==> src/rtl/uart_rx_ctrl.sv <==
// UART receive controller: enable register, byte-capture handshake FSM and a
// first-word-fall-through receive FIFO. Optional macro: UART_RX_FERR_DROP_EN.
module uart_rx_ctrl #(
    parameter int FIFO_DEPTH = 4,
    parameter int CW         = 3
) (
    input  logic          clk,
    input  logic          rst,
    input  logic          cfg_wr,
    input  logic [1:0]    cfg_wdata,
    output logic          SPEN,
    output logic          RXEN,
    input  logic          rx_rxif,
    input  logic          rx_ferr,
    input  logic [7:0]    rx_data,
    output logic          rx_read_en,
    input  logic          cpu_rd,
    output logic [7:0]    cpu_rdata,
    output logic          rx_valid,
    output logic [CW-1:0] fifo_count,
    output logic          ovf,
    output logic          ferr_sticky,
    input  logic          clr_err,
    output logic          irq
);

    localparam int AW = (FIFO_DEPTH > 1) ? $clog2(FIFO_DEPTH) : 1;

    typedef enum logic [1:0] {IDLE, CAPTURE, WAIT_CLR} state_t;

    state_t        r_state;
    state_t        w_state_nxt;
    logic          r_spen;
    logic          r_rxen;
    logic [7:0]    r_mem [FIFO_DEPTH];
    logic [AW-1:0] r_wr_ptr;
    logic [AW-1:0] r_rd_ptr;
    logic [CW-1:0] r_count;
    logic          r_ovf;
    logic          r_ferr;

    logic w_capture;
    logic w_push;
    logic w_pop;
    logic w_full;
    logic w_empty;
    logic w_wr;
    logic w_ovf_set;
    logic w_ferr_set;

    always_ff @(posedge clk) begin
        if (rst) begin
            r_spen <= 1'b0;
            r_rxen <= 1'b0;
        end else if (cfg_wr) begin
            r_spen <= cfg_wdata[0];
            r_rxen <= cfg_wdata[1];
        end
    end

    always_ff @(posedge clk) begin
        if (rst) r_state <= IDLE;
        else     r_state <= w_state_nxt;
    end

    // WAIT_CLR holds until the receiver drops its flag so one byte is taken once
    always_comb begin
        w_state_nxt = r_state;
        rx_read_en  = 1'b0;
        case (r_state)
            IDLE:     if (rx_rxif && r_rxen) w_state_nxt = CAPTURE;
            CAPTURE: begin
                rx_read_en  = 1'b1;
                w_state_nxt = WAIT_CLR;
            end
            WAIT_CLR: if (!rx_rxif) w_state_nxt = IDLE;
            default:  w_state_nxt = IDLE;
        endcase
    end

    assign w_capture  = (r_state == CAPTURE);
    assign w_ferr_set = w_capture & rx_ferr;
`ifdef UART_RX_FERR_DROP_EN
    assign w_push     = w_capture & ~rx_ferr;
`else
    assign w_push     = w_capture;
`endif

    assign w_full    = (r_count == CW'(FIFO_DEPTH));
    assign w_empty   = (r_count == '0);
    assign w_pop     = cpu_rd & ~w_empty;
    // When full, a simultaneous pop frees the head slot, which is where wr_ptr points
    assign w_wr      = w_push & (~w_full | w_pop);
    assign w_ovf_set = w_push & w_full & ~w_pop;

    always_ff @(posedge clk) begin
        if (w_wr && !rst) r_mem[r_wr_ptr] <= rx_data;
    end

    always_ff @(posedge clk) begin
        if (rst) begin
            r_wr_ptr <= '0;
            r_rd_ptr <= '0;
            r_count  <= '0;
        end else begin
            if (w_wr)  r_wr_ptr <= r_wr_ptr + AW'(1);
            if (w_pop) r_rd_ptr <= r_rd_ptr + AW'(1);
            case ({w_wr, w_pop})
                2'b10:   r_count <= r_count + CW'(1);
                2'b01:   r_count <= r_count - CW'(1);
                default: r_count <= r_count;
            endcase
        end
    end

    // Set events take priority over clr_err
    always_ff @(posedge clk) begin
        if (rst) begin
            r_ovf  <= 1'b0;
            r_ferr <= 1'b0;
        end else begin
            if (w_ovf_set)    r_ovf <= 1'b1;
            else if (clr_err) r_ovf <= 1'b0;
            if (w_ferr_set)   r_ferr <= 1'b1;
            else if (clr_err) r_ferr <= 1'b0;
        end
    end

    assign SPEN        = r_spen;
    assign RXEN        = r_rxen;
    assign rx_valid    = ~w_empty;
    assign cpu_rdata   = w_empty ? 8'h00 : r_mem[r_rd_ptr];
    assign fifo_count  = r_count;
    assign ovf         = r_ovf;
    assign ferr_sticky = r_ferr;
    assign irq         = ~w_empty | r_ovf | r_ferr;

endmodule

==> config.mk <==
export PLATFORM = sky130hd
export DESIGN_NAME = uart_rx_ctrl
export DESIGN_NICKNAME = d
export VERILOG_FILES = /design/src/rtl/uart_rx_ctrl.sv
export SDC_FILE = /design/constraint.sdc
export NUM_CORES = 1
export LEC_CHECK = 0
export CELL_PAD_IN_SITES_DETAIL_PLACEMENT = 0
export CELL_PAD_IN_SITES_GLOBAL_PLACEMENT = 1
export CORE_UTILIZATION = 43
export CTS_BUF_LIST = sky130_fd_sc_hd__clkbuf_16
export CTS_CLUSTER_SIZE = 24
export DETAILED_ROUTE_END_ITERATION = 10
export PLACE_DENSITY = 0.87
export RECOVER_POWER = 100
export SYNTH_ARGS = -nofsm -noshare
export SYNTH_HDL_FRONTEND = slang
export SYNTH_SLANG_ARGS = --single-unit
export TNS_END_PERCENT = 5
==> constraint.sdc <==
create_clock -name clk -period 4.6 [get_ports clk]
set_clock_uncertainty 0.15 [all_clocks]
set_input_delay 0.92 -clock clk [delete_from_list [all_inputs] [get_ports clk]]
set_output_delay 0.92 -clock clk [all_outputs]
set_load 0.02 [all_outputs]
==> metrics.md <==
| Metric | Value |
|---|---|
| Status | finished, final reports clean |
| Share of layout cells above drive strength 1 | 0.106 |
| Row cnt | 24 |
| Diode count | 0 |
| Most frequent cells after synthesis | 32 x edfxtp_1, 16 x nor2_1, 15 x dfxtp_1, 12 x and2_1, 8 x mux4_2 |
| Post-synth top flop | edfxtp_1 |
| Post_cts resized | 0 |
| Slew Viols, Final | 0 |
| RSZ-0062 raised after global routing | no |
| DR WL/cell | 14.9 um |
| Die area | 4830 um2 |
| Final setup viols | 0 |
| Fin. Hold Viols | 0 |
| Total core area | 4350 um2 |
| Crit path DAT | 2350 ps |
| Hold Crit Class | flip-flop to flip-flop |
| Least-Margin Pin Slew | 639 ps |
| DRC Markers | 0 |
| Nets | 191 |
| Final ANT Viol Nets | 0 |
| Yosys top cell area share | 0.490 |
| Clk pwr share | 0.376 |
| Crit path max fanout | 8 |
| Seq/Total Area, Yosys | 0.644 |
| P_sw | 200 uW |
| Pwr per Cell Area | 366 nW/um2 |
| Number of I/O port buffers | 34 |
| TritonCTS Buffers | 5 |
| First-pass GRT wire length | 5510 um |
| Sw Share | 0.221 |
| CP startpoint kind | flip-flop |
| Mapped Nets | 156 |
| Mapped Area | 1960 um2 |
| GRT Residual Overflow | 0 |
| Chip Height | 69.5 um |
| Setup TNS | 0 ps |
| Die W | 69.5 um |
| Mapped Cells | 134 |
| Yosys top cell by area | edfxtp_1 |
| Final HPWL DP | 2270 um |
| Initial antenna violation count | 0 |
| Via density | 5.20 |
| Count leader, synth | edfxtp_1 |
| Largest net degree at the start of global routing | 18 |
| Max Cap Viol | 0 |
| Fin util | 0.569 |
| Initial DRC count | 57 |
| Tcrit/Tclk final | 0.744 |
| Syn Area/Cell | 14.6 um2 |
| Yosys warns | 0 |
| IR drop worst, VDD | 0.000185 V |
| CTS Hold Buffers Added | 0 |
| Clock Tree Root | clkbuf_16 |
| Reg power frac | 0.515 |
| P_leak | 0.890 nW |
| Cell variety after synth | 33 |
| Worst-skew pair later-pin latency | 280 ps |
| Post-CTS Setup Bufs | 0 |
| GP Congestion | 0.715 |
| Register bit total from synthesis | 47 |
| Crit end category | output pin |
| CTS tree | built |
| Minimum clock period | 3420 ps |
| Reg clk slew, reported paths | 60 ps |
| Internal power | 707 uW |
| Post-synth EDFFs | 32 |
| DRT Wirelength | 3320 um |
| Worst Setup Path Type | flip-flop to output pin |
| Fmax | 292 MHz |
| Combinational share of power | 0.109 |
| Placed Instances | 214 |
| Req. time, crit path | 3530 ps |
| Tot GR Track Use | 0.155 |
| Drt pass-1 iters | 4 |
| Ports | 35 |
| Async SR Flop Fraction | 0 |
| Synthesis-to-finish area growth | 26.5% |
| Via count | 1155 |
| Clk buf depth | 2 |
| Ranking of synthesized cells by area | edfxtp_1 49%, dfxtp_1 15%, mux4_2 9.2% |
| Htree depth | 2 |
| Slew headroom | 0.568 |
| Final Non-Filler Cells | 222 |
| TritonCTS Sinks | 47 |
| Starting Density | 0.450 |
| Vias in the first global route | 1150 |
| Tot Pwr | 907 uW |
layout by cell type, fill, tap and decap left out, types with 2 or more instances in the layout:
cell / instances
a21oi_1: 5
and2_0: 4
and2_1: 8
clkbuf_16: 5
clkdlybuf4s50_1: 6
dfxtp_1: 15
dlygate4sd3_1: 28
edfxtp_1: 32
ha_1: 4
inv_1: 4
mux2_1: 2
mux2i_1: 2
mux4_2: 8
nand2_1: 2
nand3_1: 3
nor2_1: 16
nor2b_1: 2
or3_1: 3
xnor2_1: 2
xor2_1: 2
per-stage QoR:
stage                     instance area (um2)  worst slack, ps  hold WS [ps]
final                                    2480             1180           358
after floorplan                          1960             2130           324
after global routing                     2480             1060           390
after global placement                   2330             1600           333
after detailed placement                 2330             1520           355
after CTS                                2480             1220           366
cell type report:
class                           count  area [um2]
Multi-Input combinational cell     76         641
Sequential cell                    47        1260
Clock inverter                      3        20.0
Inverter                            5        26.3
Fill cell                         350        1880
Clock buffer                        5         125
Timing Repair Buffer               34         340
Tap cell                           52        65.1
state kept, by name, summed over array words and instances (netlist names), named ones only:
register,cells
ferr_sticky,1
fifo_count,3
SPEN,1
r_rd_ptr,2
r_state,2
r_mem,32
ovf,1
r_wr_ptr,2
RXEN,1
cell families (layout without fill, tap and decap cells):
logic type	count (synthesis)	in the layout	synth area share
flip-flops	47	47	0.644
AND/OR/NAND/NOR	45	45	0.127
multiplexers	12	12	0.114
buffers and inverters	11	47	0.0294
AO/OA/AOI/OAI	10	10	0.0326
adder cells (fa/ha/maj)	5	5	0.0358
XOR/XNOR	4	4	0.0179
power groups by stage:
stage                     registers (mW)  clock network (mW)  logic (mW)
after detailed placement           0.476                   0       0.107
after global placement             0.476                   0       0.104
after global routing               0.468               0.368       0.108
after floorplan                    0.474                   0      0.0578
final                              0.467               0.341      0.0992
after CTS                          0.467               0.354       0.108
layer usage:
metal	vias to the layer above	GRT usage	wire length, um
li1	558	-	-
met1	557	0.188	1390
met2	35	0.256	1690
met3	5	0.0451	178
met4	0	0.0680	51
met5	-	0	0
path summary, 6_finish.rpt:
check,start,endpoint,slack [ps],depth (start not counted)
worst max-delay path,flip-flop,cpu_rdata[0],1180,3
worst min-delay path,SPEN,SPEN,360,2
worst max register to register,fifo_count[0],fifo_count[2],2140,6
worst min register to register,SPEN,SPEN,360,2
worst max-delay path: stages (launching register included):
cell           delay [ps]
dfxtp_1               670
mux4_2                570
and2_1                170
dlygate4sd3_1         650
Power figures use the tool's default switching activity.
